--- config.mk ---
export PLATFORM = sky130hd
export DESIGN_NAME = bus_arbiter
export DESIGN_NICKNAME = d
export VERILOG_FILES = /design/src/rtl/bus_arbiter.sv
export SDC_FILE = /design/constraint.sdc
export NUM_CORES = 1
export LEC_CHECK = 0
export CAP_MARGIN = 20
export CORE_ASPECT_RATIO = 1.5
export CORE_UTILIZATION = 45
export CTS_CLUSTER_DIAMETER = 120
export DETAILED_ROUTE_END_ITERATION = 10
export PLACE_DENSITY = 0.63
export SKIP_LAST_GASP = 1
export SYNTH_ARGS = -nofsm -noshare
export SYNTH_HDL_FRONTEND = slang
export SYNTH_SLANG_ARGS = --single-unit
--- constraint.sdc ---
create_clock -name clk -period 2.45 [get_ports clk]
set_input_delay 0.49 -clock clk [delete_from_list [all_inputs] [get_ports clk]]
set_output_delay 0.49 -clock clk [all_outputs]
set_load 0.02 [all_outputs]
--- src/rtl/bus_arbiter.sv ---
// bus_arbiter: round-robin arbiter handing the shared memory bus to one
// core at a time, with an optional hold limit and a fixed dead gap
// between successive owners. All outputs are registered.
module bus_arbiter #(
  parameter int N_CPU    = 4,
  parameter int MAX_HOLD = 8,
  parameter int TURN_CYC = 1,
  parameter int ID_W     = (N_CPU > 1) ? $clog2(N_CPU) : 1
) (
  input  logic             clk,
  input  logic             rst,
  input  logic [N_CPU-1:0] req_arb,
  output logic [N_CPU-1:0] gnt_arb,
  output logic [ID_W-1:0]  owner_id,
  output logic             bus_busy,
  output logic             preempt
);

  localparam int              HOLD_W   = (MAX_HOLD < 1) ? 1 : $clog2(MAX_HOLD + 1);
  localparam logic [HOLD_W-1:0] HOLD_MAX = HOLD_W'(MAX_HOLD);
  localparam logic [3:0]      TURN_MAX = 4'(TURN_CYC);

  typedef enum logic [1:0] {IDLE, GRANT, TURN} state_t;

  state_t             state, state_nxt;
  logic [HOLD_W-1:0]  hold_cnt, hold_nxt;
  logic [3:0]         turn_cnt, turn_nxt;
  logic [ID_W-1:0]    last_owner, last_nxt;
  logic [N_CPU-1:0]   gnt_nxt;
  logic [ID_W-1:0]    owner_nxt;
  logic               busy_nxt;
  logic               preempt_nxt;

  logic [ID_W-1:0]    win_id;
  logic               win_vld;
  logic [N_CPU-1:0]   own_mask;
  logic               own_req;
  logic               others_req;

  // Round-robin pick: scan downward from the farthest offset so the
  // nearest requester after last_owner overwrites and wins.
  always_comb begin
    win_id  = '0;
    win_vld = 1'b0;
    for (int unsigned k = N_CPU; k >= 1; k--) begin
      logic [ID_W-1:0] idx;
      idx = ID_W'((32'(last_owner) + k) % N_CPU);
      if (req_arb[idx]) begin
        win_id  = idx;
        win_vld = 1'b1;
      end
    end
  end

  // Owner's own request and whether anyone else is waiting.
  always_comb begin
    own_mask           = '0;
    own_mask[owner_id] = 1'b1;
    own_req            = req_arb[owner_id];
    others_req         = |(req_arb & ~own_mask);
  end

  // Next-state and next-output decode.
  always_comb begin
    logic arbitrate;
    logic release_bus;
    state_nxt   = state;
    gnt_nxt     = gnt_arb;
    owner_nxt   = owner_id;
    busy_nxt    = bus_busy;
    preempt_nxt = 1'b0;
    hold_nxt    = hold_cnt;
    turn_nxt    = turn_cnt;
    last_nxt    = last_owner;
    arbitrate   = 1'b0;
    release_bus = 1'b0;

    case (state)
      IDLE: begin
        if (win_vld) arbitrate = 1'b1;
      end
      GRANT: begin
        // A dropped request takes precedence over hold-limit expiry, so a
        // simultaneous drop never raises preempt.
        if (!own_req) begin
          release_bus = 1'b1;
        end else if (MAX_HOLD != 0 && hold_cnt == HOLD_MAX && others_req) begin
          release_bus = 1'b1;
          preempt_nxt = 1'b1;
        end else if (MAX_HOLD != 0 && hold_cnt != HOLD_MAX) begin
          hold_nxt = hold_cnt + 1'b1;
        end
      end
      TURN: begin
        if (turn_cnt < TURN_MAX) begin
          turn_nxt = turn_cnt + 1'b1;
        end else if (win_vld) begin
          arbitrate = 1'b1;
        end else begin
          state_nxt = IDLE;
        end
      end
      default: state_nxt = IDLE;
    endcase

    if (arbitrate) begin
      state_nxt       = GRANT;
      gnt_nxt         = '0;
      gnt_nxt[win_id] = 1'b1;
      owner_nxt       = win_id;
      last_nxt        = win_id;
      hold_nxt        = HOLD_W'(1);
      busy_nxt        = 1'b1;
    end

    if (release_bus) begin
      state_nxt = TURN;
      gnt_nxt   = '0;
      busy_nxt  = 1'b0;
      turn_nxt  = 4'd1;
    end
  end

  // State and output registers; reset drops any grant immediately.
  always_ff @(posedge clk or negedge rst) begin
    if (!rst) begin
      state      <= IDLE;
      gnt_arb    <= '0;
      owner_id   <= '0;
      bus_busy   <= 1'b0;
      preempt    <= 1'b0;
      hold_cnt   <= '0;
      turn_cnt   <= '0;
      last_owner <= ID_W'(N_CPU - 1);
    end else begin
      state      <= state_nxt;
      gnt_arb    <= gnt_nxt;
      owner_id   <= owner_nxt;
      bus_busy   <= busy_nxt;
      preempt    <= preempt_nxt;
      hold_cnt   <= hold_nxt;
      turn_cnt   <= turn_nxt;
      last_owner <= last_nxt;
    end
  end

endmodule

-- After elaboration in Yosys (flattened, before gate mapping)
Cells that the tools add are included.
- $lt $le $gt $ge: 9
- eq/ne operators: 8
- add/sub/neg operators: 6
- multiplexer cells: 47
- bitwise operators: 2
- reductions and logical operators: 15
- operators with widths (kind ; number):
    4-bit 2-to-1 mux ; 10
    1-bit 2-to-1 mux ; 20
    2-bit by 3-bit < comparator with 1-bit output (second input constant) ; 6
    2-bit 2-to-1 mux ; 8
    4-bit != test (second input constant) ; 3
    2-bit nonzero test ; 6
    1-bit binary-select mux with 2-bit select ; 5
    4-bit by 1-bit adder with 4-bit output (second input constant) ; 2
    2-bit by 1-bit adder with 2-bit output (second input constant) ; 2
    2-bit adder (second input constant) ; 2
    4-bit AND ; 1
    1-bit demux with 2-bit select ; 2
    4-bit == test (second input constant) ; 1
    2-bit by 1-bit greater-or-equal comparator with 1-bit output (second input constant) ; 2
    4-bit by 1-bit < comparator with 1-bit output (second input constant) ; 1
    4-bit inverter ; 1
    2-bit one-hot mux with 2 select lines ; 1
    4-bit AND reduction ; 1
    4-bit OR reduction ; 1
    1-bit logical AND ; 3
    3-bit by 1-bit != test with 1-bit output (second input constant) ; 1
    3-bit AND reduction ; 1
    2-bit by 1-bit == test with 1-bit output (second input constant) ; 1
    2-bit == test (second input constant) ; 1
    5 further kinds ; 5
- register bits: 20
- output and inout bits: 8
- word-level logic and storage cells: 95
- input port bits: 6

-- Depth between registers and ports, before layout
- word-level depth: 13
- depth in mapped cells: 7

-- Least setup slack after synthesis
Ideal clock, no wire load.
- path type: register to register
- from: reg owner_id[0]
- to: reg gnt_arb[3]
- setup slack: 0.802 ns
- required time: 2.307 ns
- cell stages (with the launch flop): 6
- path buffers: 1
- data arrival time: 1.505 ns
- cells stage by stage: dfrtp_1 mux4_2 nor2_1 a41o_1 buf_6 o22ai_1
- word-level cells in the longest chain between the ends: 12
- RTL lines (what ; line ; source):
    start: declaration ; 14 ; output logic [ID_W-1:0] owner_id,
    start signal: assignment ; 138 ; owner_id <= owner_nxt;
    2-bit by 3-bit < comparator with 1-bit output (not written as such) / 2-bit by 1-bit greater-or-equal comparator with 1-bit output (equally long branches) ; 58 ; own_mask[owner_id] = 1'b1;
    1-bit logical AND (not written as such) ; 58 ;
    1-bit 2-to-1 mux (not written as such) ; 58 ;
    1-bit demux with 2-bit select ; 58 ;
    4-bit inverter ; 60 ; others_req = |(req_arb & ~own_mask);
    4-bit AND ; 60 ;
    4-bit OR reduction ; 60 ;
    1-bit logical AND ; 87 ; end else if (MAX_HOLD != 0 && hold_cnt == HOLD_MAX && others_req) begin
    1-bit 2-to-1 mux ; 87 ;
    1-bit 2-to-1 mux (*) ; 85 ; if (!own_req) begin
    1-bit 2-to-1 mux (*) ; 78 ; case (state)
    4-bit 2-to-1 mux / 2-bit nonzero test (equally long branches) ; -- ;
    end signal: assignment ; 137 ; gnt_arb <= gnt_nxt;
    end: declaration ; 13 ; output logic [N_CPU-1:0] gnt_arb,
Mark *: on every way between the ends. The rest lies on a longest branch, timed or not. The select of a mux whose other input is x is not followed.
A chain may end at the register's enable or synchronous reset.

-- Worst setup path after layout
- from: in req_arb[1]
- to: reg turn_cnt[3]
- word-level cells in the longest chain between the ends: 8
- RTL lines (what ; line ; source):
    start: declaration ; 12 ; input logic [N_CPU-1:0] req_arb,
    4-bit AND ; 60 ;
    4-bit OR reduction ; 60 ;
    1-bit logical AND ; 87 ;
    1-bit 2-to-1 mux ; 87 ;
    1-bit 2-to-1 mux (*) ; 85 ;
    1-bit 2-to-1 mux (*) ; 78 ;
    2-bit nonzero test (no line) ; -- ;
    2-bit AND reduction (no line) ; -- ;
    end signal: assignment ; 142 ; turn_cnt <= turn_nxt;
    end: declaration ; 27 ; logic [3:0] turn_cnt, turn_nxt;
Marks and branches as above.

==> flow_summary.toml <==
[clock_tree]
htreeDepth = 1
cts_sinks = 20
clock_tree.root_cell = "clkbuf_4"
path_clk_slew_ns = 0.11
clock_latency_ns = 0.30
hold_buffers = 0
postCtsSetupRepairBufs = 0
clockBufferDepth = 2
cts_resized = 0
cts_buffers = 3
cts_tree = "built"

[route]
ant_nets = 0
detail_route.wl_per_cell_um = 13.5
vias_per_cell = 5.58
drt-pass1-iter-count = 4
drt_iter0_markers = 13
drc = 0
vias = 820
wl_um = 1990

[timing]
slew_headroom = 0.625
period_needed_ns = 1.98
worst-slew-pin-transition_ns = 0.560
setup-tns-final_ns = 0
setup_ws_ns = 0.468
rsz0062_at_grt = "no"
final.setup_skew_ns = 0.00455
fmax_ghz = 0.505
whs_ns = 0.498
hold_violations = 0
setup_viol = 0
slew_viol_final = 0
fin_crit_sh = 0.809

[place]
preCtsSetupSlack_ns = 0.142
place.gp.congestion = 0.770
hpwl_um = 1520
io_buffer_count = 13

[critical_path]
reg2reg_from = "turn_cnt[0]"
crit_start = "req_arb[1]"
end_kind = "flop"
cp-start-kind = "input pin"
required_ns = 2.66
arrival_ns = 2.19
path_max_fanout = 11
path_class = "input pin to flop"

[logic_synthesis]
synth_top_area_share = 0.436
ys_types = 35
netlist_top_cells_count = "18 x dfrtp_1, 13 x nor2_1, 9 x nand2_1"
postSynthAreaPerCell_sq_um = 9.84
synth.most_common_cell = "dfrtp_1"
synthAdderAreaFrac = 0.0484
synth-simple-area-share = 0.230
synth_area_leaders = "dfrtp_1 44%, dfstp_2 5.1%, ha_1 4.8%"
synth_top_cell_by_area = "dfrtp_1"
seq_area_frac_synth = 0.487
synth_edf_count = 0
synth_cells = 105
yosysWarnings = 0
synth_compound_area_frac = 0.144
ys_ff_latch = 20
ys.flop_type = "dfrtp_1"
syn_area_sq_um = 1030
ys_async_sr_fraction = 1.00
synth_xor_area_frac = 0.00847
synth.area.mux_share = 0.0412
syn-num-nets = 115
synth_top_family_by_area = "simple AND/OR/NAND/NOR gates"

[pwr]
power.density_nw_per_um2 = 1120
p_total_mw = 1.38
leakage_nw = 0.557
peakVddDrop_uv = 540

[floorplanning]
io_pins = 14
die_h_um = 60.7
rows = 20
start_util = 0.492
core-area_sq_um = 2100
die_w_um = 41.1
die_area_sq_um = 2500

[run]
cap_viol_max_count = 0

[global_route]
gr-usage-all-layers = 0.189
grt_pass1_vias = 804
grt_max_degree = 21
antenna_found_initial = 0
grt_pass1_wl_um = 3210
grt.overflow.total = 0

[min_path]
hp-class = "input pin to asynchronous set/reset pin"

[run_status]
status = "complete, no violations"

[cells_and_area]
fillerInstances = 195
drive_gt1_frac = 0.0960
diodes = 0
num-nets-final = 136
area_growth_pct = 19.9
==> cells in the final DEF, fill, tap and decap left out, types with 2 or more instances in the layout <==
cell and count:
dfrtp_1 18, nor2_1 13, clkdlybuf4s50_1 13, nand2_1 9, inv_1 7, a21oi_1 6, nand3_1 5, nand2b_1 5
buf_4 5, ha_1 4, nor2b_1 3, clkbuf_4 3, nor3_1 2, mux2i_1 2, nand3b_1 2, o21ai_0 2
o2bb2ai_1 2, o22ai_1 2, o211ai_1 2, o31ai_1 2, dfstp_2 2
==> flip-flops by register name, indices dropped and copies added (netlist names) <==
register / count
state: 2
preempt: 1
bus_busy: 1
owner_id: 2
turn_cnt: 4
hold_cnt: 4
last_owner: 2
gnt_arb: 4
==> where the power goes <==
part | switching [mW] | total (mW) | internal [mW]
registers | 0.104 | 0.560 | 0.457
logic | 0.353 | 0.659 | 0.306
clock network | 0.0996 | 0.163 | 0.0636
==> stage by stage <==
step	cell area, sq um	std cells	util
floorplan	1030	105	-
global placement	1210	143	0.577
detailed placement	1210	143	0.577
CTS	1240	147	0.589
global route	1240	147	0.589
finish	1240	147	0.589
==> cell type report <==
cell class	instances	area, sq um	share of cell area
sequential	20	503	0.406
multi-input combinational	76	488	0.394
timing repair buffer	18	168	0.135
tap	22	27.5	0.0222
clock buffer	4	26.3	0.0212
inverter	7	26.3	0.0212
==> final timing paths <==
kind / slack [ns] / depth (start not counted) / end
worst min register to register: 0.50 / 1 / hold_cnt[3]
max in group asynchronous: 1.68 / 2 / last_owner[0]
worst min-delay path: 0.50 / 2 / hold_cnt[0]
worst max register to register: 0.59 / 6 / turn_cnt[1]
min in group clk: 0.50 / 1 / hold_cnt[3]
worst max-delay path: 0.47 / 5 / turn_cnt[3]
==> critical path: stages <==
cell and delay, ns:
clkdlybuf4s50_1 0.52, mux4_2 0.53, nor2_1 0.12, a41o_1 0.31, and2b_1 0.22
==> kinds of logic after synthesis <==
| group | after synthesis |
|---|---|
| AOI/OAI and AO/OA | 22 |
| xor gates and xnor gates | 1 |
| adders and majority gates | 4 |
| buffers and inverters | 9 |
| DFF | 20 |
| muxes | 3 |
| and+or+nand+nor | 46 |
==> metal layers <==
metal | track usage | vias up | routed length (um)
met3 | 0.0220 | 5 | 39
met1 | 0.238 | 393 | 892
met5 | 0 | - | 0
met2 | 0.306 | 12 | 1010
li1 | - | 410 | -
met4 | 0.0968 | 0 | 47
No activity file was read; power rests on OpenSTA's default activity.
